[src/rtl/enc_pkg.sv]
// enc_pkg: shared one-hot/binary widths and types for the select-bus encoder and decoder
package enc_pkg;
  localparam int ONEHOT_W = 15;
  localparam int BIN_W = 4;
  localparam logic [BIN_W-1:0] NONE_CODE = 4'hF;
  localparam int ERR_CNT_W = 8;
  typedef logic [ONEHOT_W-1:0] onehot_t;
  typedef logic [BIN_W-1:0] bin_t;
  typedef logic [ERR_CNT_W-1:0] cnt_t;
endpackage

[src/rtl/onehot_chk.sv]
// onehot_chk: lowest-set-bit priority encoder with zero-hot and multi-hot detection
module onehot_chk
  import enc_pkg::*;
(
  input  onehot_t v,
  output bin_t    idx,
  output logic    none,
  output logic    multi
);
  // scan from the top so the lowest set bit wins; empty word yields the reserved code
  always_comb begin
    idx = NONE_CODE;
    for (int i = ONEHOT_W - 1; i >= 0; i--) idx = v[i] ? bin_t'(i) : idx;
    none = v == '0;
    multi = |(v & (v - onehot_t'(1)));
  end
endmodule

[src/rtl/dec_onehot2bin.sv]
// dec_onehot2bin: two-stage valid/ready one-hot to binary decoder with error flag and counter
module dec_onehot2bin
  import enc_pkg::*;
(
  input  logic    clk,
  input  logic    rst,
  input  logic    in_valid,
  output logic    in_ready,
  input  onehot_t in_onehot,
  output logic    out_valid,
  input  logic    out_ready,
  output bin_t    out_bin,
  output logic    out_err,
  output cnt_t    err_cnt,
  input  logic    err_clr
);
  logic    s1_valid_q, s1_valid_d, s2_valid_q, s2_valid_d, err_q, err_d, s2_load;
  onehot_t s1_data_q, s1_data_d;
  bin_t    bin_q, bin_d, idx;
  cnt_t    cnt_q, cnt_d;
  logic    none, multi;
  onehot_chk u_chk (.v(s1_data_q), .idx(idx), .none(none), .multi(multi));
  // handshake: stage 1 accepts whenever it is empty or can move into stage 2
  always_comb begin
    in_ready = !s1_valid_q | !s2_valid_q | out_ready;
    s2_load = s1_valid_q & (!s2_valid_q | out_ready);
    s1_valid_d = in_ready ? in_valid : s1_valid_q;
    s1_data_d = (in_ready & in_valid) ? in_onehot : s1_data_q;
    s2_valid_d = s2_load | (s2_valid_q & !out_ready);
    bin_d = s2_load ? idx : bin_q;
    err_d = s2_load ? (none | multi) : err_q;
    cnt_d = err_clr ? '0 : (s2_load & (none | multi) & ~&cnt_q) ? cnt_q + cnt_t'(1) : cnt_q;
  end
  // stage registers and saturating error counter
  always_ff @(posedge clk) begin
    if (rst) begin
      s1_valid_q <= 1'b0;
      s1_data_q <= '0;
      s2_valid_q <= 1'b0;
      bin_q <= '0;
      err_q <= 1'b0;
      cnt_q <= '0;
    end else begin
      s1_valid_q <= s1_valid_d;
      s1_data_q <= s1_data_d;
      s2_valid_q <= s2_valid_d;
      bin_q <= bin_d;
      err_q <= err_d;
      cnt_q <= cnt_d;
    end
  end
  assign out_valid = s2_valid_q;
  assign out_bin = bin_q;
  assign out_err = err_q;
  assign err_cnt = cnt_q;
endmodule

[config.mk]
export PLATFORM = sky130hd
export DESIGN_NAME = dec_onehot2bin
export DESIGN_NICKNAME = d
export VERILOG_FILES = /design/src/rtl/enc_pkg.sv /design/src/rtl/onehot_chk.sv /design/src/rtl/dec_onehot2bin.sv
export SDC_FILE = /design/constraint.sdc
export NUM_CORES = 1
export LEC_CHECK = 0
export ABC_AREA = 1
export BUFFER_PORTS_ARGS = -buffer_cell sky130_fd_sc_hd__clkbuf_2
export CAP_MARGIN = 30
export CORE_MARGIN = 3
export CORE_UTILIZATION = 50
export CTS_CLUSTER_SIZE = 28
export DETAILED_ROUTE_END_ITERATION = 8
export PLACE_DENSITY_LB_ADDON = 0.3
export SYNTH_ARGS = -nofsm -noshare
export SYNTH_HDL_FRONTEND = slang
export SYNTH_SLANG_ARGS = --single-unit
[constraint.sdc]
create_clock -name clk -period 1.7 [get_ports clk]
set_input_delay 0.255 -clock clk [delete_from_list [all_inputs] [get_ports clk]]
set_output_delay 0.255 -clock clk [all_outputs]
set_load 0.02 [all_outputs]
==> flow_metrics.py, run 1 <==
metrics = {
    "detailed_routing": {
        "post_drt_wl_per_cell_um": 11.4,
        "initialDrtViolationCount": 119,
        "drtAntennaViolNets": 0,
        "detail_route.drc_violations": 0,
        "num_vias": 1484,
        "drt-total-wl_um": 3320,
        "drt-vias-per-instance": 5.12,
        "firstDrtPassIters": 4,
    },
    "final_layout": {
        "area_growth_syn_to_layout_pct": 25.0,
        "final_net_count": 279,
        "finalInstanceArea_um2": 1900,
        "antenna_cells_inserted": 0,
        "fraction_of_final_layout_cells_sized_beyond_drive_strength_1": 0.309,
    },
    "outcome": {
        "status": "completed",
    },
    "floorplan": {
        "die-width_um": 61.2,
        "die_h_um": 61.2,
        "initial_core_util": 0.539,
        "die-area_um2": 3750,
        "io_pins": 35,
        "core_um2": 2830,
        "std_cell_rows": 19,
    },
    "critical_path": {
        "cp.required_ns": 1.96,
        "cp_cell_sequence": "nor2_2 > nand2_2 > nor2_2 > nand2_2 > o21ai_2 > nand3_2 > nor2_4 > nand2_4 > nand3_4 > nand2_2 > a21oi_2",
        "nature_of_the_critical_path_endpoint": "flip-flop",
        "critical_path_arrival_ns": 1.93,
        "timing.critical_path.max_delay_family": "simple AND/OR/NAND/NOR gates",
        "worstPathBufferInverterCount": 0,
        "criticalPathCategory": "reg -> reg",
        "critical-path-top-cell-by-count": "sky130_fd_sc_hd__nand2_2",
        "cp_slowest_stage_delay_ns": 0.34,
        "setup.worst_path.start_class": "flip-flop",
        "timing.critical_path.slowest_stage_cell": "sky130_fd_sc_hd__dfxtp_2",
        "critPathMaxFanout": 5,
    },
    "power_and_ir_drop": {
        "total_power_per_unit_cell_area_nw_per_um2": 865,
        "ir_worst_vdd_v": 0.000670,
        "share_seq_of_total_power": 0.472,
        "clock_power_share": 0.334,
        "power_frac_comb": 0.194,
        "net_load_switching_power_mw": 0.473,
        "p_int_mw": 1.18,
        "total_leakage_power_nw": 0.857,
        "p_sw_frac": 0.287,
    },
    "grt": {
        "grt-ovfl-total": 0,
        "global_route_usage_over_all_layers": 0.190,
        "first_pass_grt_wire_length_um": 5240,
        "antenna_violations_before_repair": 0,
        "grt_max_degree": 29,
        "vias_in_the_first_global_route": 1244,
    },
    "placed_design": {
        "place_hpwl_um": 2380,
        "post-place-ws_ns": 0.0573,
        "placedInstanceArea_um2": 1730,
        "place_congestion": 0.834,
        "placement.io_buffers": 34,
    },
    "clock_network": {
        "clkTransAtPathRegs_ns": 0.09,
        "tritoncts": "yes",
        "max_buffers_root_to_sink": 2,
        "h-tree-depth": 2,
        "clock_latency_ns": 0.33,
        "cts_num_sinks": 30,
        "clock_tree.root_cell": "sky130_fd_sc_hd__clkbuf_4",
        "number_of_cts_inserted_buffers": 5,
    },
    "timing": {
        "report.final.setup_viol": 0,
        "final.min_clock_period_ns": 1.67,
        "drv_slew": 0,
        "fin_worst_skew_ns": 0.0109,
        "final_critical_path_setup_slack_ns": 0.0324,
        "portion_of_the_clock_cycle_consumed_by_the_worst_path_in_the_final_layout": 0.981,
        "worst-slew-pin-transition_ns": 0.421,
        "relSlewSlack": 0.719,
        "max_freq_mhz": 600,
        "rsz_0062_raised_after_global_routing": "yes",
        "final_hold_violation_count": 0,
        "finalHoldWorstSlack_ns": 0.152,
    },
    "synthesis": {
        "postSynthNetCount": 237,
        "synth_area_leader_cell": "sky130_fd_sc_hd__dfxtp_1",
        "synth_enable_flop_cells": 0,
        "yosysTopAreaCellShare": 0.394,
        "synth-warning-count": 0,
        "seq_area_frac_synth": 0.394,
        "synth_top_cells_by_count": "44 x sky130_fd_sc_hd__nand2_1, 30 x sky130_fd_sc_hd__dfxtp_1, 28 x sky130_fd_sc_hd__a21oi_1",
        "ys_async_sr_fraction": 0,
        "synth_area_um2": 1520,
        "synth.lib_cells_used.distinct": 23,
        "top_post_synthesis_cells_by_area": "sky130_fd_sc_hd__dfxtp_1 39%, sky130_fd_sc_hd__nand2_1 11%, sky130_fd_sc_hd__a21oi_1 9.2%",
        "total_of_flip_flops_plus_latches_after_synthesis": 30,
        "postSynthCellCount": 216,
        "syn_avg_cell_area_um2": 7.06,
        "most_numerous_cell_in_the_yosys_netlist": "sky130_fd_sc_hd__nand2_1",
        "synthFlopType": "sky130_fd_sc_hd__dfxtp_1",
    },
    "run": {
        "max_cap_violations": 0,
    },
    "worst_hold_path": {
        "worstHoldPathType": "in -> reg",
    },
}
==> worst paths after layout <==
check                           slack [ns]  depth (start not counted)                   endpoint                      start
worst max-delay path                  0.03                         11    err_cnt[6]$_SDFFE_PP0P_  s1_data_q[9]$_SDFFE_PP0P_
worst min-delay path                  0.15                          3  s1_data_q[0]$_SDFFE_PP0P_               in_onehot[0]
worst max register to register        0.03                         11    err_cnt[6]$_SDFFE_PP0P_  s1_data_q[9]$_SDFFE_PP0P_
worst min register to register        0.46                          2    out_bin[0]$_SDFFE_PP0P_    out_bin[0]$_SDFFE_PP0P_
==> per-layer routing <==
layer,track usage,part of all wire,vias up
li1,-,-,799
met4,0.0650,0.017,0
met5,0,0,-
met1,0.236,0.44,636
met3,0.0776,0.064,7
met2,0.299,0.48,42
==> stage by stage <==
stage,utilization,setup TNS (ns),power (mW),std cells
3_5_place_dp,0.611,0,1.07,278
5_1_grt,0.673,-0.611,1.75,290
2_1_floorplan,-,0,0.990,216
3_3_place_gp,0.611,0,1.06,278
6_report,0.673,0,1.65,290
4_1_cts,0.638,0,1.61,286
==> power by group through the flow <==
stage	clock network (mW)	registers (mW)	logic (mW)
after global routing	0.605	0.782	0.362
after CTS	0.556	0.772	0.279
after global placement	0	0.787	0.276
final	0.550	0.778	0.320
after detailed placement	0	0.788	0.277
after floorplan	0	0.793	0.198
==> cells by family after synthesis <==
logic type / Yosys count / share of synthesized area
AO/OA/AOI/OAI: 52 / 0.172
XOR/XNOR: 6 / 0.0345
AND/OR/NAND/NOR: 96 / 0.314
adder cells (fa/ha/maj): 1 / 0.00821
flip-flops: 30 / 0.394
buffers and inverters: 31 / 0.0764
==> area by class of cell <==
cell class | count | area (µm²)
fill | 263 | 925
multi-input combinational | 157 | 885
sequential | 30 | 608
timing repair buffer | 38 | 200
inverter | 26 | 97.6
clock buffer | 7 | 45.0
tap | 31 | 38.8
clock inverter | 1 | 30.0
==> state kept, by name (all words and copies together) (netlist names) <==
signal      flops
out_valid       1
err_cnt         8
out_bin         4
out_err         1
s1_data_q      15
s1_valid_q      1
==> placed cells by master, fill, tap and decap left out, types with 2 or more instances in the layout <==
cell,count
sky130_fd_sc_hd__xor2_1,5
sky130_fd_sc_hd__clkbuf_4,5
sky130_fd_sc_hd__o21ai_1,5
sky130_fd_sc_hd__dfxtp_1,24
sky130_fd_sc_hd__dfxtp_2,6
sky130_fd_sc_hd__nand3_1,9
sky130_fd_sc_hd__inv_1,24
sky130_fd_sc_hd__nand2_2,5
sky130_fd_sc_hd__clkbuf_1,2
sky130_fd_sc_hd__nor3_2,2
sky130_fd_sc_hd__nor2_1,16
sky130_fd_sc_hd__nand4_1,8
sky130_fd_sc_hd__clkbuf_2,34
sky130_fd_sc_hd__a21oi_2,2
sky130_fd_sc_hd__buf_4,4
sky130_fd_sc_hd__o21ai_2,3
sky130_fd_sc_hd__nor2_2,3
sky130_fd_sc_hd__nand2_4,2
sky130_fd_sc_hd__inv_2,2
sky130_fd_sc_hd__nand3_2,3
sky130_fd_sc_hd__nor2_4,6
sky130_fd_sc_hd__o21ai_0,15
sky130_fd_sc_hd__nand2_1,41
sky130_fd_sc_hd__a21oi_1,26
==> repair_timing <==
action,4_1_cts,5_1_grt
hold buffers,0,0
buffers inserted,0,2
setup endpoints to repair,0,9
gates resized for setup,0,22
==> tightest hold or removal path, stage by stage <==
cell,delay (ns)
sky130_fd_sc_hd__clkbuf_2,0.07
sky130_fd_sc_hd__nor2_1,0.04
sky130_fd_sc_hd__nor2_1,0.08
Note: power is estimated with default switching activity, not from simulation.
==> run 2: changes to the inputs <==
- CELL_PAD_IN_SITES_DETAIL_PLACEMENT: default -> 1
- CELL_PAD_IN_SITES_GLOBAL_PLACEMENT: default -> 2
- CORE_UTILIZATION: 50 -> 29
==> flow_metrics.py, run 2 (synthesized netlist as in run 1, its figures left out) <==
metrics = {
    "worst_hold_path": {
        "min_to": "s1_data_q[14]$_SDFFE_PP0P_",
        "hold_path_depth": 3,
        "worstHoldPathType": "in -> reg",
        "startpoint_of_the_worst_hold_path": "in_onehot[14]",
    },
    "detailed_routing": {
        "initialDrtViolationCount": 54,
        "drt-total-wl_um": 3940,
        "firstDrtPassIters": 4,
        "detail_route.drc_violations": 0,
        "drtAntennaViolNets": 0,
        "post_drt_wl_per_cell_um": 11.9,
        "drt-vias-per-instance": 4.62,
        "num_vias": 1528,
    },
    "power_and_ir_drop": {
        "p_int_mw": 1.20,
        "power_frac_comb": 0.195,
        "ir_worst_vdd_v": 0.000379,
        "share_seq_of_total_power": 0.459,
        "clock_power_share": 0.346,
        "p_sw_frac": 0.292,
        "total_power_per_unit_cell_area_nw_per_um2": 846,
        "net_load_switching_power_mw": 0.493,
        "p_total_mw": 1.69,
        "total_leakage_power_nw": 0.884,
    },
    "final_layout": {
        "area_growth_syn_to_layout_pct": 31.0,
        "finalInstanceArea_um2": 2000,
        "final_common_cell": "sky130_fd_sc_hd__nand2_1",
        "fraction_of_final_layout_cells_sized_beyond_drive_strength_1": 0.314,
        "final_net_count": 284,
        "final_cell_mix": "38 x sky130_fd_sc_hd__nand2_1, 34 x sky130_fd_sc_hd__clkbuf_2, 26 x sky130_fd_sc_hd__dfxtp_1, 24 x sky130_fd_sc_hd__inv_1, 24 x sky130_fd_sc_hd__a21oi_1",
        "filler_cell_count": 647,
        "largest_reg_flops": 15,
        "antenna_cells_inserted": 0,
        "largest-register": "s1_data_q",
    },
    "critical_path": {
        "nature_of_the_critical_path_endpoint": "flip-flop",
        "setup.worst_path.start_class": "flip-flop",
        "reg2reg_depth": 9,
        "cp.required_ns": 1.87,
        "critPathMaxFanout": 5,
        "critical_path.reg2reg.startpoint": "s1_data_q[5]$_SDFFE_PP0P_",
        "criticalPathCategory": "reg -> reg",
        "reg2reg_setup_slack_ns": 0.03,
        "r2r-end": "out_err$_SDFFE_PP0P_",
        "critical_path_arrival_ns": 1.84,
    },
    "timing": {
        "max_freq_mhz": 598,
        "finalSetupTns_ns": 0,
        "fin_worst_skew_ns": 0.00655,
        "worst-slew-pin-transition_ns": 0.467,
        "final.min_clock_period_ns": 1.67,
        "relSlewSlack": 0.688,
        "drv_slew": 0,
        "rsz_0062_raised_after_global_routing": "yes",
        "portion_of_the_clock_cycle_consumed_by_the_worst_path_in_the_final_layout": 0.984,
        "final_hold_violation_count": 0,
        "report.final.setup_viol": 0,
    },
    "floorplan": {
        "die-area_um2": 6160,
        "die-width_um": 78.5,
        "initial_core_util": 0.310,
        "die_h_um": 78.5,
        "std_cell_rows": 25,
        "core_um2": 4910,
        "io_pins": 35,
    },
    "clock_network": {
        "tritoncts": "yes",
        "clock_tree.root_cell": "sky130_fd_sc_hd__clkbuf_8",
        "clock_latency_ns": 0.28,
        "number_of_cts_inserted_buffers": 5,
        "h-tree-depth": 2,
        "max_buffers_root_to_sink": 2,
        "clkTransAtPathRegs_ns": 0.07,
        "cts_num_sinks": 30,
        "cts_hold_buf": 0,
    },
    "run": {
        "max_cap_violations": 0,
    },
    "grt": {
        "antenna_violations_before_repair": 0,
        "grt_max_degree": 29,
        "first_pass_grt_wire_length_um": 6550,
        "global_route_usage_over_all_layers": 0.133,
        "vias_in_the_first_global_route": 1480,
        "grt-ovfl-total": 0,
    },
    "placed_design": {
        "place_congestion": 0.782,
        "place_hpwl_um": 2980,
        "placement.io_buffers": 34,
        "placedInstanceArea_um2": 1810,
    },
    "outcome": {
        "status": "completed",
    },
}
==> run 2: how the worst max path moves through the flow <==
stage                               from                 endpoint  slack (ns)  cells past startpoint
3_5_place_dp   s1_data_q[0]$_SDFFE_PP0P_  err_cnt[0]$_SDFFE_PP0P_        0.03                     12
6_report       s1_data_q[5]$_SDFFE_PP0P_     out_err$_SDFFE_PP0P_        0.03                      9
2_1_floorplan    err_cnt[1]$_SDFFE_PP0P_  err_cnt[0]$_SDFFE_PP0P_        0.17                      8
5_1_grt        s1_data_q[5]$_SDFFE_PP0P_  err_cnt[5]$_SDFFE_PP0P_       -0.15                     11
4_1_cts        s1_data_q[0]$_SDFFE_PP0P_  err_cnt[4]$_SDFFE_PP0P_        0.02                     11
3_3_place_gp   s1_data_q[0]$_SDFFE_PP0P_  err_cnt[0]$_SDFFE_PP0P_        0.05                     13
==> run 2: layout make-up <==
cell class	count	area, µm²	area share
Multi-Input combinational cell	157	877	0.439
Clock inverter	1	5.00	0.00251
Sequential cell	30	608	0.305
Clock buffer	7	86.3	0.0433
Inverter	26	97.6	0.0489
Tap cell	67	83.8	0.0420
Timing Repair Buffer	43	238	0.119
==> run 2: per-stage QoR <==
step	instances	setup WS (ns)	hold WS [ns]	utilization
2_1_floorplan	216	0.173	0.390	-
3_3_place_gp	319	0.0488	0.457	0.369
3_5_place_dp	319	0.0302	0.462	0.369
4_1_cts	327	0.0158	0.201	0.388
5_1_grt	331	-0.150	0.213	0.406
6_report	331	0.0270	0.205	0.406
==> run 2: worst max-delay path, stage by stage, from the launching register on <==
cell	delay [ns]
sky130_fd_sc_hd__dfxtp_4	0.35
sky130_fd_sc_hd__nor2_4	0.14
sky130_fd_sc_hd__nand2_1	0.08
sky130_fd_sc_hd__nor3_1	0.24
sky130_fd_sc_hd__o21ai_2	0.10
sky130_fd_sc_hd__nor3_4	0.25
sky130_fd_sc_hd__nand2_4	0.13
sky130_fd_sc_hd__buf_4	0.15
sky130_fd_sc_hd__nand2_1	0.05
sky130_fd_sc_hd__a21oi_1	0.06
==> run 2: repair_timing <==
| action | CTS | global route |
|---|---|---|
| resized for setup | 0 | 20 |
| endpoints found under the setup margin | 0 | 9 |
| buffers inserted | 0 | 2 |
==> run 2: power groups by stage <==
stage	Sequential [mW]	Clock (mW)	Combinational [mW]
floorplan	0.793	0	0.198
global placement	0.787	0	0.305
detailed placement	0.788	0	0.305
CTS	0.773	0.608	0.306
global route	0.781	0.642	0.378
finish	0.775	0.585	0.329
==> run 2: layer usage <==
layer | up-vias | GRT usage | wire (µm)
li1 | 807 | - | -
met1 | 695 | 0.169 | 1890
met2 | 24 | 0.214 | 1870
met3 | 2 | 0.0436 | 147
met4 | 0 | 0.0420 | 22
met5 | - | 0 | 0
==> run 3: changes to the inputs <==
- CORE_ASPECT_RATIO: default -> 0.9
==> flow_metrics.py, run 3 (synthesized netlist as in run 1, its figures left out) <==
metrics = {
    "critical_path": {
        "reg2reg_setup_slack_ns": 0.02,
        "cp_cell_sequence": "nor2_4 > nand2_1 > nor2_2 > nand2_2 > nand2_2 > o21ai_2 > nor3_4 > nand2_4 > nand3_4 > nand2_1 > a21oi_2",
        "cp_slowest_stage_delay_ns": 0.34,
        "timing.critical_path.max_delay_family": "simple AND/OR/NAND/NOR gates",
        "timing.critical_path.slowest_stage_cell": "sky130_fd_sc_hd__dfxtp_2",
        "worstPathBufferInverterCount": 0,
        "nature_of_the_critical_path_endpoint": "flip-flop",
        "setup.worst_path.start_class": "flip-flop",
        "critical_path.reg2reg.startpoint": "s1_data_q[9]$_SDFFE_PP0P_",
        "critPathMaxFanout": 5,
        "reg2reg_depth": 11,
        "cp.required_ns": 1.92,
        "r2r-end": "err_cnt[6]$_SDFFE_PP0P_",
        "criticalPathCategory": "reg -> reg",
        "critical_path_arrival_ns": 1.90,
    },
    "placed_design": {
        "post-place-ws_ns": 0.0158,
        "place_hpwl_um": 3090,
        "placement.io_buffers": 34,
        "placedInstanceArea_um2": 1790,
        "place_congestion": 0.757,
    },
    "final_layout": {
        "fraction_of_final_layout_cells_sized_beyond_drive_strength_1": 0.333,
        "area_growth_syn_to_layout_pct": 35.1,
        "final_cell_mix": "40 x sky130_fd_sc_hd__nand2_1, 34 x sky130_fd_sc_hd__clkbuf_2, 27 x sky130_fd_sc_hd__dfxtp_1, 25 x sky130_fd_sc_hd__a21oi_1, 24 x sky130_fd_sc_hd__inv_1",
        "final_net_count": 285,
        "filler_cell_count": 645,
        "finalInstanceArea_um2": 2060,
        "antenna_cells_inserted": 0,
        "largest-register": "s1_data_q",
        "final_common_cell": "sky130_fd_sc_hd__nand2_1",
        "largest_reg_flops": 15,
    },
    "floorplan": {
        "std_cell_rows": 24,
        "initial_core_util": 0.308,
        "die-width_um": 82.4,
        "die_h_um": 74.8,
        "core_um2": 4950,
        "die-area_um2": 6160,
        "io_pins": 35,
    },
    "clock_network": {
        "cts_num_sinks": 30,
        "clock_latency_ns": 0.28,
        "clock_tree.root_cell": "sky130_fd_sc_hd__clkbuf_8",
        "max_buffers_root_to_sink": 2,
        "h-tree-depth": 2,
        "clkTransAtPathRegs_ns": 0.06,
        "tritoncts": "yes",
        "cts_hold_buf": 0,
        "number_of_cts_inserted_buffers": 5,
    },
    "outcome": {
        "status": "completed",
    },
    "detailed_routing": {
        "initialDrtViolationCount": 42,
        "drt-total-wl_um": 4130,
        "post_drt_wl_per_cell_um": 12.6,
        "detail_route.drc_violations": 0,
        "drt-vias-per-instance": 4.66,
        "num_vias": 1534,
        "firstDrtPassIters": 4,
        "drtAntennaViolNets": 0,
    },
    "grt": {
        "grt-ovfl-total": 0,
        "vias_in_the_first_global_route": 1544,
        "global_route_usage_over_all_layers": 0.142,
        "grt_max_degree": 29,
        "antenna_violations_before_repair": 0,
        "first_pass_grt_wire_length_um": 6760,
    },
    "run": {
        "max_cap_violations": 0,
    },
    "power_and_ir_drop": {
        "total_leakage_power_nw": 0.923,
        "ir_worst_vdd_v": 0.000612,
        "total_power_per_unit_cell_area_nw_per_um2": 907,
    },
    "worst_hold_path": {
        "hold_path_depth": 3,
        "startpoint_of_the_worst_hold_path": "in_onehot[14]",
        "worstHoldPathType": "in -> reg",
        "min_to": "s1_data_q[14]$_SDFFE_PP0P_",
    },
    "timing": {
        "final_hold_violation_count": 0,
        "final.min_clock_period_ns": 1.68,
        "portion_of_the_clock_cycle_consumed_by_the_worst_path_in_the_final_layout": 0.990,
        "relSlewSlack": 0.682,
        "drv_slew": 0,
        "fin_worst_skew_ns": 0.00509,
        "final_critical_path_setup_slack_ns": 0.0165,
        "worst-slew-pin-transition_ns": 0.477,
        "rsz_0062_raised_after_global_routing": "yes",
        "max_freq_mhz": 594,
        "report.final.setup_viol": 0,
    },
}
## run 3: worst max path at each step
stage / from / to / slack, ns / cells after the start
after detailed placement: s1_data_q[6]$_SDFFE_PP0P_ / err_cnt[0]$_SDFFE_PP0P_ / 0.02 / 12
after CTS: s1_data_q[6]$_SDFFE_PP0P_ / err_cnt[6]$_SDFFE_PP0P_ / 0.01 / 11
after floorplan: err_cnt[1]$_SDFFE_PP0P_ / err_cnt[0]$_SDFFE_PP0P_ / 0.17 / 8
after global placement: s1_data_q[6]$_SDFFE_PP0P_ / err_cnt[0]$_SDFFE_PP0P_ / 0.009 / 12
final: s1_data_q[9]$_SDFFE_PP0P_ / err_cnt[6]$_SDFFE_PP0P_ / 0.02 / 11
after global routing: s1_data_q[5]$_SDFFE_PP0P_ / err_cnt[6]$_SDFFE_PP0P_ / -0.12 / 11
## run 3: power by group
part           switching, mW  total [mW]  internal (mW)  leakage, nW
logic                  0.218       0.358          0.140        0.618
registers             0.0378       0.780          0.742        0.248
clock network          0.262       0.730          0.468       0.0573
total                  0.518        1.87           1.35        0.923
## run 3: repair_timing
| action | in CTS | in global routing |
|---|---|---|
| setup endpoints to repair | 0 | 9 |
| setup buffers | 0 | 5 |
| gates resized for setup | 0 | 27 |
## run 3: per-layer routing
metal	global-route usage	wire length [µm]	vias up
met5	0	0	-
li1	-	-	811
met1	0.192	2010	681
met3	0.0359	194	7
met2	0.221	1870	35
met4	0.0498	57	0
## run 3: layout make-up
cell class                 instances  area [µm²]  area share
multi-input combinational        157         918       0.446
sequential                        30         604       0.293
timing repair buffer              44         245       0.119
inverter                          26        97.6      0.0474
clock buffer                       6        82.6      0.0401
tap                               65        81.3      0.0395
clock inverter                     1        30.0      0.0146
## run 3: per-stage QoR
stage	utilization	setup TNS [ns]	hold WS, ns	instances	total power, mW
after floorplan	-	0	0.390	216	0.990
after global placement	0.362	0	0.455	315	1.08
after detailed placement	0.362	0	0.462	315	1.09
after CTS	0.385	0	0.193	322	1.82
after global routing	0.416	-0.865	0.221	329	1.97
final	0.416	0	0.196	329	1.87
## run 3: worst reg2reg max path: stages, from the launching register on
cell	delay, ns
sky130_fd_sc_hd__dfxtp_2	0.34
sky130_fd_sc_hd__nor2_4	0.13
sky130_fd_sc_hd__nand2_1	0.11
sky130_fd_sc_hd__nor2_2	0.14
sky130_fd_sc_hd__nand2_2	0.10
sky130_fd_sc_hd__nand2_2	0.07
sky130_fd_sc_hd__o21ai_2	0.06
sky130_fd_sc_hd__nor3_4	0.23
sky130_fd_sc_hd__nand2_4	0.12
sky130_fd_sc_hd__nand3_4	0.11
sky130_fd_sc_hd__nand2_1	0.08
sky130_fd_sc_hd__a21oi_2	0.13
